**src/rtl/rx_timing_ctrl.sv**
```systemverilog
// rtl/rx_timing_ctrl.sv - UART receive timing and control stage
//
// Purpose:
//   Finds the start bit and confirms it at mid-bit. It then pulses shift_strobe
//   at the centre of each of the 8 data bits and the stop bit. After the 9th
//   strobe it inspects the stop bit that the downstream shift register captured.
//   A good stop bit pulses load_buffer. A bad stop bit sets the sticky
//   framing_error flag.
//
// Ports:
//   clk            in   system clock, rising edge
//   rst            in   synchronous active-high reset
//   serial_in      in   synchronized receive line, idle high
//   stop_bit       in   bit 8 of the receive shift register
//   shift_strobe   out  one-cycle pulse at each bit centre
//   load_buffer    out  one-cycle pulse when the shift register holds a good byte
//   framing_error  out  sticky, last frame had a zero stop bit
//   rx_busy        out  high from start-edge detection to frame end
//   err_count      out  saturating framing-error count (RX_ERR_COUNT_EN only)
//
// Optional feature macro: RX_ERR_COUNT_EN

module rx_timing_ctrl #(
  parameter int CLKS_PER_BIT = 10,
  parameter int HALF_BIT     = CLKS_PER_BIT / 2
) (
  input  logic       clk,
  input  logic       rst,
  input  logic       serial_in,
  input  logic       stop_bit,
  output logic       shift_strobe,
  output logic       load_buffer,
  output logic       framing_error,
  output logic       rx_busy
`ifdef RX_ERR_COUNT_EN
  ,
  output logic [7:0] err_count
`endif
);

  localparam int CW = $clog2(CLKS_PER_BIT);
  localparam logic [CW-1:0] LP_LAST    = CW'(CLKS_PER_BIT - 1);
  localparam logic [CW-1:0] LP_HALF_M1 = CW'(HALF_BIT - 1);

  typedef enum logic [1:0] {
    ST_IDLE,
    ST_START_CHK,
    ST_RECV,
    ST_CHECK
  } state_t;

  state_t        r_state;
  state_t        w_next_state;
  logic [CW-1:0] r_clk_cnt;
  logic [3:0]    r_bit_cnt;
  logic          r_prev_in;
  logic          r_framing_error;

  logic w_start_edge;
  logic w_half_point;
  logic w_bit_end;

  // A falling edge only counts in IDLE, so line activity mid-frame never restarts it.
  assign w_start_edge = (r_state == ST_IDLE) && r_prev_in && !serial_in;
  // clk_cnt is cleared at the edge cycle E, so it holds HALF_BIT-1 in cycle E+HALF_BIT.
  assign w_half_point = (r_clk_cnt == LP_HALF_M1);
  assign w_bit_end    = (r_clk_cnt == LP_LAST);

  // State register
  always_ff @(posedge clk) begin
    if (rst) begin
      r_state <= ST_IDLE;
    end else begin
      r_state <= w_next_state;
    end
  end

  // Next-state logic
  always_comb begin
    w_next_state = r_state;
    case (r_state)
      ST_IDLE: begin
        if (w_start_edge) w_next_state = ST_START_CHK;
      end
      ST_START_CHK: begin
        if (w_half_point) w_next_state = serial_in ? ST_IDLE : ST_RECV;
      end
      ST_RECV: begin
        if (w_bit_end && (r_bit_cnt == 4'd8)) w_next_state = ST_CHECK;
      end
      ST_CHECK: begin
        w_next_state = ST_IDLE;
      end
      default: begin
        w_next_state = ST_IDLE;
      end
    endcase
  end

  // Output decode.
  // load_buffer depends on stop_bit, but never on serial_in.
  always_comb begin
    shift_strobe  = 1'b0;
    load_buffer   = 1'b0;
    rx_busy       = (r_state != ST_IDLE);
    framing_error = r_framing_error;
    case (r_state)
      ST_RECV:  shift_strobe = w_bit_end;
      ST_CHECK: load_buffer  = stop_bit;
      default: ;
    endcase
  end

  // Counters, edge-detect history and the sticky error flag
  always_ff @(posedge clk) begin
    if (rst) begin
      r_clk_cnt       <= '0;
      r_bit_cnt       <= 4'd0;
      r_prev_in       <= 1'b1;
      r_framing_error <= 1'b0;
    end else begin
      r_prev_in <= serial_in;
      case (r_state)
        ST_IDLE: begin
          r_clk_cnt <= '0;
          r_bit_cnt <= 4'd0;
          if (w_start_edge) r_framing_error <= 1'b0;
        end
        ST_START_CHK: begin
          if (w_half_point) begin
            r_clk_cnt <= '0;
            r_bit_cnt <= 4'd0;
          end else begin
            r_clk_cnt <= r_clk_cnt + 1'b1;
          end
        end
        ST_RECV: begin
          if (w_bit_end) begin
            r_clk_cnt <= '0;
            r_bit_cnt <= r_bit_cnt + 4'd1;
          end else begin
            r_clk_cnt <= r_clk_cnt + 1'b1;
          end
        end
        ST_CHECK: begin
          r_clk_cnt <= '0;
          r_bit_cnt <= 4'd0;
          if (!stop_bit) r_framing_error <= 1'b1;
        end
        default: begin
          r_clk_cnt <= '0;
          r_bit_cnt <= 4'd0;
        end
      endcase
    end
  end

`ifdef RX_ERR_COUNT_EN
  logic [7:0] r_err_count;

  // Counts on the same edge that sets framing_error. Glitched starts never reach CHECK.
  always_ff @(posedge clk) begin
    if (rst) begin
      r_err_count <= 8'd0;
    end else if ((r_state == ST_CHECK) && !stop_bit && (r_err_count != 8'hFF)) begin
      r_err_count <= r_err_count + 8'd1;
    end
  end

  assign err_count = r_err_count;
`endif

endmodule

```
**config.mk**
```make
export PLATFORM = sky130hd
export DESIGN_NAME = rx_timing_ctrl
export DESIGN_NICKNAME = d
export VERILOG_FILES = /design/src/rtl/rx_timing_ctrl.sv
export SDC_FILE = /design/constraint.sdc
export NUM_CORES = 1
export LEC_CHECK = 0
export BUFFER_PORTS_ARGS = -buffer_cell sky130_fd_sc_hd__buf_2
export CAP_MARGIN = 20
export CORE_MARGIN = 2
export CORE_UTILIZATION = 40
export DETAILED_ROUTE_END_ITERATION = 16
export SLEW_MARGIN = 30
export SYNTH_ARGS = -nofsm -noshare
export SYNTH_HDL_FRONTEND = slang
export SYNTH_SLANG_ARGS = --single-unit
```
**constraint.sdc**
```tcl
create_clock -name clk -period 2.6 [get_ports clk]
set_input_delay 0.13 -clock clk [delete_from_list [all_inputs] [get_ports clk]]
set_output_delay 0.13 -clock clk [all_outputs]
set_load 0.02 [all_outputs]
```
# After elaboration in Yosys (flattened, before gate mapping)
# Cells that the tools add are included.
# Widths: inputs -> output; s select.
# totals
regBits,12
wordCells,45
out_inout_bits,4
input_bits,4
# classes
n_reduce_logical,11
eq_ne,11
add_sub_neg,2
n_mux,16
# ops
operator,count
$pmux 4 s3,2
$mux 4,4
$ne 2x2->1 const B,5
$add 4x1->4 const B,2
$eq 4x4->1 const B,2
$mux 2,4
$pmux 2 s4,1
$reduce_and 3->1,2
$eq 2x2->1 const B,2
$eq 4x3->1 const B,1
$mux 1,4
$reduce_bool 2->1,2
$logic_and 1x1->1,3
$eq 2x1->1 const B,1
$logic_not 2->1,1
$pmux 1 s2,1
$reduce_and 2->1,1
$reduce_or 2->1,1
$logic_not 1->1,1

# Depth between registers and ports, before layout
# Gate-level depths: netlist (run 1).
# depth
ltp_word,5
ltp_mapped,6
mapped_depth_nobuf,6

# Worst setup path after synthesis (run 1)
# Ideal clock, no wire load.
# synth_timing
path_kind,flip-flop to flip-flop
start,reg r_clk_cnt[0]
end,reg r_bit_cnt[1]
t_required_ns,2.535
t_arrival_ns,1.383
path_stages_with_launch,6
synth_period_minus_slack_ns,1.449
setup_slack_ns,1.151
path_cell_list,dfxtp_1 > ha_1 > and3b_1 > nor2b_1 > a22oi_1 > nor2_1
# synth_via
elab_chain_cells,3
word_cells_on_any_way,5
classes_between,4 x eq/ne; 1 x reduce/logical
# synth_rtl
element,line,rtl
start: declaration,54,logic [CW-1:0] r_clk_cnt;
start signal: assignment,134,r_clk_cnt <= r_clk_cnt + 1'b1;
start signal: assignment,142,r_clk_cnt <= r_clk_cnt + 1'b1;
$eq 4x4->1 or $eq 4x3->1 (tied branches),"67, 66",
$ne 2x2->1 (no line),-,
$reduce_and 2->1 (no line) *,-,
end signal: assignment,140,r_bit_cnt <= r_bit_cnt + 4'd1;
end: declaration,55,logic [3:0] r_bit_cnt;
# Every way passes the cells marked *; elsewhere a longest branch is shown, timed or not.
# A chain may end at the register's enable or synchronous reset.

# Worst setup path in the final report (run 1)
# layout_timing
start,reg r_clk_cnt[0]
end,out shift_strobe
# layout_via
elab_chain_cells,2
# layout_rtl
element,line,rtl
$eq 4x4->1,67,assign w_bit_end = (r_clk_cnt == LP_LAST);
$mux 1,107,case (r_state)
end: declaration,31,"output logic shift_strobe,"
# Every way passes these cells.

==> results of run 1 <==
critical path, stage by stage (launching register included):
cell,delay [ps]
dfxtp_1,400
ha_1,160
and3b_1,210
nor2b_1,250
buf_2,210
sequential cells by signal (all words and copies together) (netlist names), named ones only:
signal         flops
framing_error      1
r_bit_cnt          4
r_clk_cnt          4
r_prev_in          1
r_state            1
layer usage:
layer | vias up | routed length [um] | share of wire, %
li1 | 245 | - | -
met1 | 191 | 435 | 47
met2 | 7 | 437 | 48
met3 | 2 | 31 | 3.4
met4 | 0 | 11 | 1.2
met5 | - | 0 | 0
power groups by stage:
| stage | clock [W] | combinational [W] | sequential (W) |
|---|---|---|---|
| after floorplan | 0 | 0.0000202 | 0.000195 |
| after global placement | 0 | 0.0000286 | 0.000195 |
| after detailed placement | 0 | 0.0000285 | 0.000196 |
| after CTS | 0.000154 | 0.0000286 | 0.000191 |
| after global routing | 0.000160 | 0.0000324 | 0.000192 |
| final | 0.000148 | 0.0000279 | 0.000191 |
kinds of logic (layout without fill, tap and decap cells):
family          Yosys count  in the layout  share of synthesized area [%]
compound gates           13             13                           14.3
xor+xnor                  2              2                           2.95
fa+ha+maj                 5              5                           10.5
buf+inv                   6             17                           3.80
flops                    12             12                           40.5
simple gates             28             28                           27.8
layout make-up:
class                   instances  area (um^2)
repair buffers                  7         35.0
flip-flops and latches         12          240
inverters                       6         22.5
clock buffers                   4         36.3
fillers                       141          667
multi-input cells              48          330
well taps                      15         18.8
placed cells by master (no fill, tap or decap), drive strengths merged:
| cell type | n |
|---|---|
| nor2b | 2 |
| or3 | 2 |
| nor3 | 1 |
| buf | 7 |
| o21ai | 5 |
| and3 | 1 |
| xor2 | 1 |
| nand2b | 4 |
| a22oi | 1 |
| and3b | 2 |
| xnor2 | 1 |
| nand4b | 1 |
| nand2 | 1 |
| a21o | 1 |
| inv | 6 |
| or3b | 1 |
| ha | 5 |
| dfxtp | 12 |
| or2 | 3 |
| o22ai | 1 |
| a21oi | 5 |
| nor2 | 8 |
| nand3 | 2 |
| clkbuf | 4 |
worst paths after layout:
kind / end / depth (start not counted) / slack (ps)
setup / recovery: shift_strobe / 4 / 970
setup reg to reg: r_bit_cnt[2]$_SDFFE_PP0P_ / 6 / 1130
hold reg to reg: r_clk_cnt[0]$_SDFF_PP0_ / 1 / 490
hold / removal: r_prev_in$_SDFF_PP1_ / 2 / 70
metrics by stage:
step | setup slack (ps) | utilization, %
finish | 970 | 50.6
global route | 901 | 50.6
CTS | 952 | 50.6
detailed placement | 1120 | 47.9
global placement | 1170 | 47.9
floorplan | 1150 | -
==> impl_metrics.json, run 1 <==
{
  "design.die.area_um2": 1810,
  "timing.clock.skew_ps": 4.17,
  "number_of_hold_buffers_added_after_cts": 0,
  "pin_count": 8,
  "numClockSinks": 12,
  "ant_nets": 0,
  "floorplan.die.width_um": 42.5,
  "power.density_cell_area_nw_per_um2": 537,
  "comb_power_share_pct": 7.6,
  "global_route_wire_length_before_repair_mm": 1.72,
  "insertedDiodeCount": 0,
  "yosysWarningCount": 0,
  "grt.met1_usage_pct": 14.6,
  "postCtsSetupBuffers": 0,
  "maximum_fanout_count_along_the_critical_path": 5,
  "fin_worst_hold_slack_ps": 72.5,
  "worst_path_class_setup": "flip-flop to output port",
  "synth_ff_type": "dfxtp_1",
  "worst_ir_drop_vdd_mv": 0.289,
  "period_needed_ps": 1630,
  "first_global_vias": 422,
  "numPortBuffers": 7,
  "drc_violation_count_after_routing": 0,
  "grt_setup_unrepaired": "false",
  "worstSetupEndpointType": "output port",
  "layoutNonFillerInstCount": 92,
  "synth.most_common_cell": "dfxtp_1",
  "yosysSeqAreaShare_pct": 40.5,
  "power_frac_clock_pct": 40.4,
  "nNetsFinal": 87,
  "postSynthRegisterBits": 12,
  "detail_route.first_pass.iterations": 4,
  "maxClockFrequency_ghz": 0.614,
  "maxCapViolations": 0,
  "wl_um": 916,
  "yosys.area.top_type": "dfxtp_1",
  "seqPwrFrac_pct": 52.0,
  "biggest_area_contributors_in_the_synthesized_netlist": "dfxtp_1 (41%), ha_1 (11%), nor2_1 (5.1%)",
  "gp_routability_congestion": 0.687,
  "postPlaceCellArea_um2": 647,
  "finalSetupTns_ps": 0,
  "avgSynthCellArea_um2": 8.99,
  "hold_start": "serial_in",
  "post_drt_wl_per_cell_um": 9.96,
  "synth-async-reset-ratio_pct": 0,
  "stdcell_area_um2": 683,
  "hpwl_um": 717,
  "antenna_violations_before_repair": 0,
  "critPathArrivalTime_ps": 1500,
  "required_ps": 2470,
  "groute.layer.met3.usage_pct": 2.59,
  "power.total_w": 0.000367,
  "hp-class": "input pin to flip-flop",
  "cts_buffers": 3,
  "grt.total_usage_pct": 12.7,
  "maximum_number_of_pins_on_one_net_before_global_route_repair": 9,
  "std_cell_rows": 13,
  "clock_tree.root_cell": "clkbuf_4",
  "worstSetupStartpointType": "flip-flop",
  "tightest_slew_ps": 232,
  "route.detailed.vias_per_inst": 4.84,
  "netlist-cell-type-count": 25,
  "cts_resized": 0,
  "clockBufferDepth": 2,
  "maxSlewViolCount": 0,
  "syn_to_final_growth_pct": 15.2,
  "power.switching_w": 0.0000819,
  "vias": 445,
  "drt_first_iter_violations": 7,
  "power.share.switching_pct": 22.3,
  "fp.dieH_um": 42.5,
  "hold_fails_final_rpt": 0,
  "synthesis.nets": 75,
  "grt_overflow_total": 0,
  "startpoint": "r_clk_cnt[0]$_SDFF_PP0_",
  "synth.cells.most_frequent": "dfxtp_1 (12), nor2_1 (8), inv_1 (6)",
  "run_status": "complete, no violations",
  "dp_cells": 88,
  "cts-htree-levels": 1,
  "initial_util_pct": 43.9,
  "tritoncts": "done",
  "post-route-period-util_pct": 62.7,
  "internal-power_w": 0.000285,
  "synth-edff-count": 0,
  "clk_pin_slew_ps": 70,
  "syn-cell-area_um2": 593,
  "final-setup-viol-count": 0,
  "syn_inst": 66,
  "netlist.area_leader.share_pct": 40.5,
  "gr-max-usage-layer": "met2",
  "leakagePower_nw": 0.274,
  "timing.rr.start": "r_clk_cnt[0]$_SDFF_PP0_",
  "headroom_to_the_max_slew_limit_pct": 84.5,
  "placeableCoreArea_um2": 1350,
  "clock_insertion_delay_worst_skew_ps": 270,
  "final_layout_size_suffix_gt1_share_pct": 22.1,
  "met2_routing_resource_usage_after_global_routing_pct": 20.6
}
No activity file was read; power rests on OpenSTA's default activity.
==> run 2: changes to the inputs <==
==> constraint.sdc (replaced) <==
create_clock -name clk -period 1.6 [get_ports clk]
set_input_delay 0.08 -clock clk [delete_from_list [all_inputs] [get_ports clk]]
set_output_delay 0.08 -clock clk [all_outputs]
set_load 0.02 [all_outputs]
==> impl_metrics.json, run 2 (synthesized netlist as in run 1, its figures left out) <==
{
  "cts-htree-levels": 1,
  "timing.clock.skew_ps": 3.80,
  "tritoncts": "done",
  "std_cell_rows": 13,
  "ant_nets": 0,
  "worstSetupStartpointType": "flip-flop",
  "most-common-layout-cells": "dfxtp_1 (12), nor2_1 (8), buf_2 (7)",
  "first_global_vias": 422,
  "fin_worst_hold_slack_ps": 22.9,
  "worst_ir_drop_vdd_mv": 0.468,
  "numClockSinks": 12,
  "required_ps": 1520,
  "floorplan.die.width_um": 42.5,
  "timing.reg2reg.setup_slack_ps": 130,
  "nNetsFinal": 87,
  "post_drt_wl_per_cell_um": 10.1,
  "critPathArrivalTime_ps": 1430,
  "drc_violation_count_after_routing": 0,
  "detail_route.first_pass.iterations": 5,
  "insertedDiodeCount": 0,
  "power.total_w": 0.000596,
  "grt.total_usage_pct": 12.7,
  "placeableCoreArea_um2": 1350,
  "syn_to_final_growth_pct": 15.6,
  "maximum_fanout_count_along_the_critical_path": 5,
  "vias": 446,
  "layout_commonest_cell": "dfxtp_1",
  "finalSetupTns_ps": 0,
  "fp.dieH_um": 42.5,
  "postCtsSetupBuffers": 0,
  "cts_resized": 0,
  "worstSetupEndpointType": "output port",
  "pin_count": 8,
  "fillerInstances": 139,
  "area.sequential_um2": 240,
  "hp-class": "input pin to flip-flop",
  "hold_fails_final_rpt": 0,
  "wl_um": 928,
  "power.density_cell_area_nw_per_um2": 870,
  "worst_path_class_setup": "flip-flop to output port",
  "final_util_pct": 50.8,
  "maxSlewViolCount": 0,
  "route.detailed.vias_per_inst": 4.85,
  "drt_first_iter_violations": 5,
  "multiInputGateArea_um2": 333,
  "maxClockFrequency_ghz": 0.660,
  "clockBufferDepth": 2,
  "maxCapViolations": 0,
  "final_layout_size_suffix_gt1_share_pct": 23.4,
  "r2r_cells": 6,
  "numPortBuffers": 7,
  "post-route-period-util_pct": 94.6,
  "initial_util_pct": 43.9,
  "cts_buffers": 3,
  "gp_routability_congestion": 0.687,
  "design.die.area_um2": 1810,
  "period_needed_ps": 1510,
  "antenna_violations_before_repair": 0,
  "clk_pin_slew_ps": 70,
  "leakagePower_nw": 0.274,
  "maximum_number_of_pins_on_one_net_before_global_route_repair": 9,
  "clock_tree.root_cell": "clkbuf_4",
  "headroom_to_the_max_slew_limit_pct": 84.6,
  "tightest_slew_ps": 231,
  "hold_depth": 2,
  "clock_insertion_delay_worst_skew_ps": 270,
  "grt_setup_unrepaired": "false",
  "run_status": "complete, no violations",
  "final-setup-viol-count": 0,
  "number_of_hold_buffers_added_after_cts": 0,
  "grt_overflow_total": 0,
  "reg_top3": "r_bit_cnt (4), r_clk_cnt (4)",
  "hpwl_um": 717,
  "global_route_wire_length_before_repair_mm": 1.72
}
[run 2: cell counts in the layout (fill, tap and decap cells not counted)]
No cell type changed its count.
[run 2: cell type report]
cell class	instances	share of cell area, %
Multi-Input combinational cell	48	48.5
Sequential cell	12	35.0
Clock buffer	4	5.29
Timing Repair Buffer	7	5.11
Inverter	6	3.28
Tap cell	15	2.74
[run 2: final timing paths]
path | endpoint | from
max reg2reg | r_bit_cnt[2]$_SDFFE_PP0P_ | r_clk_cnt[0]$_SDFF_PP0_
max | shift_strobe | r_clk_cnt[0]$_SDFF_PP0_
min | r_prev_in$_SDFF_PP1_ | serial_in
min reg2reg | r_clk_cnt[0]$_SDFF_PP0_ | r_clk_cnt[0]$_SDFF_PP0_
[run 2: critical path, stage by stage, from the launching register on]
cell,delay [ps]
dfxtp_1,400
ha_1,160
and3b_1,210
nor2b_2,200
buf_2,190
[run 2: power breakdown]
part	leakage (nW)	internal, W	total, W	switching (W)
combinational	0.156	0.0000210	0.0000454	0.0000244
sequential	0.0973	0.000304	0.000310	0.00000624
clock	0.0210	0.000138	0.000241	0.000102
total	0.274	0.000463	0.000596	0.000133
[run 2: per-stage QoR]
| stage | setup slack [ps] | area (um^2) | std cells |
|---|---|---|---|
| 3_5_place_dp | 125 | 647 | 88 |
| 5_1_grt | 21.3 | 686 | 92 |
| 4_1_cts | 2.09 | 683 | 92 |
| 2_1_floorplan | 151 | 593 | 66 |
| 6_report | 85.6 | 686 | 92 |
| 3_3_place_gp | 172 | 647 | 88 |
[run 2: layer usage]
metal / wire (um) / track usage [%] / part of all wire (%) / vias up
met1: 442 / 14.6 / 48 / 192
met2: 437 / 20.6 / 47 / 8
li1: - / - / - / 244
met3: 34 / 2.59 / 3.7 / 2
met5: 0 / 0 / 0 / -
met4: 12 / 9.38 / 1.3 / 0
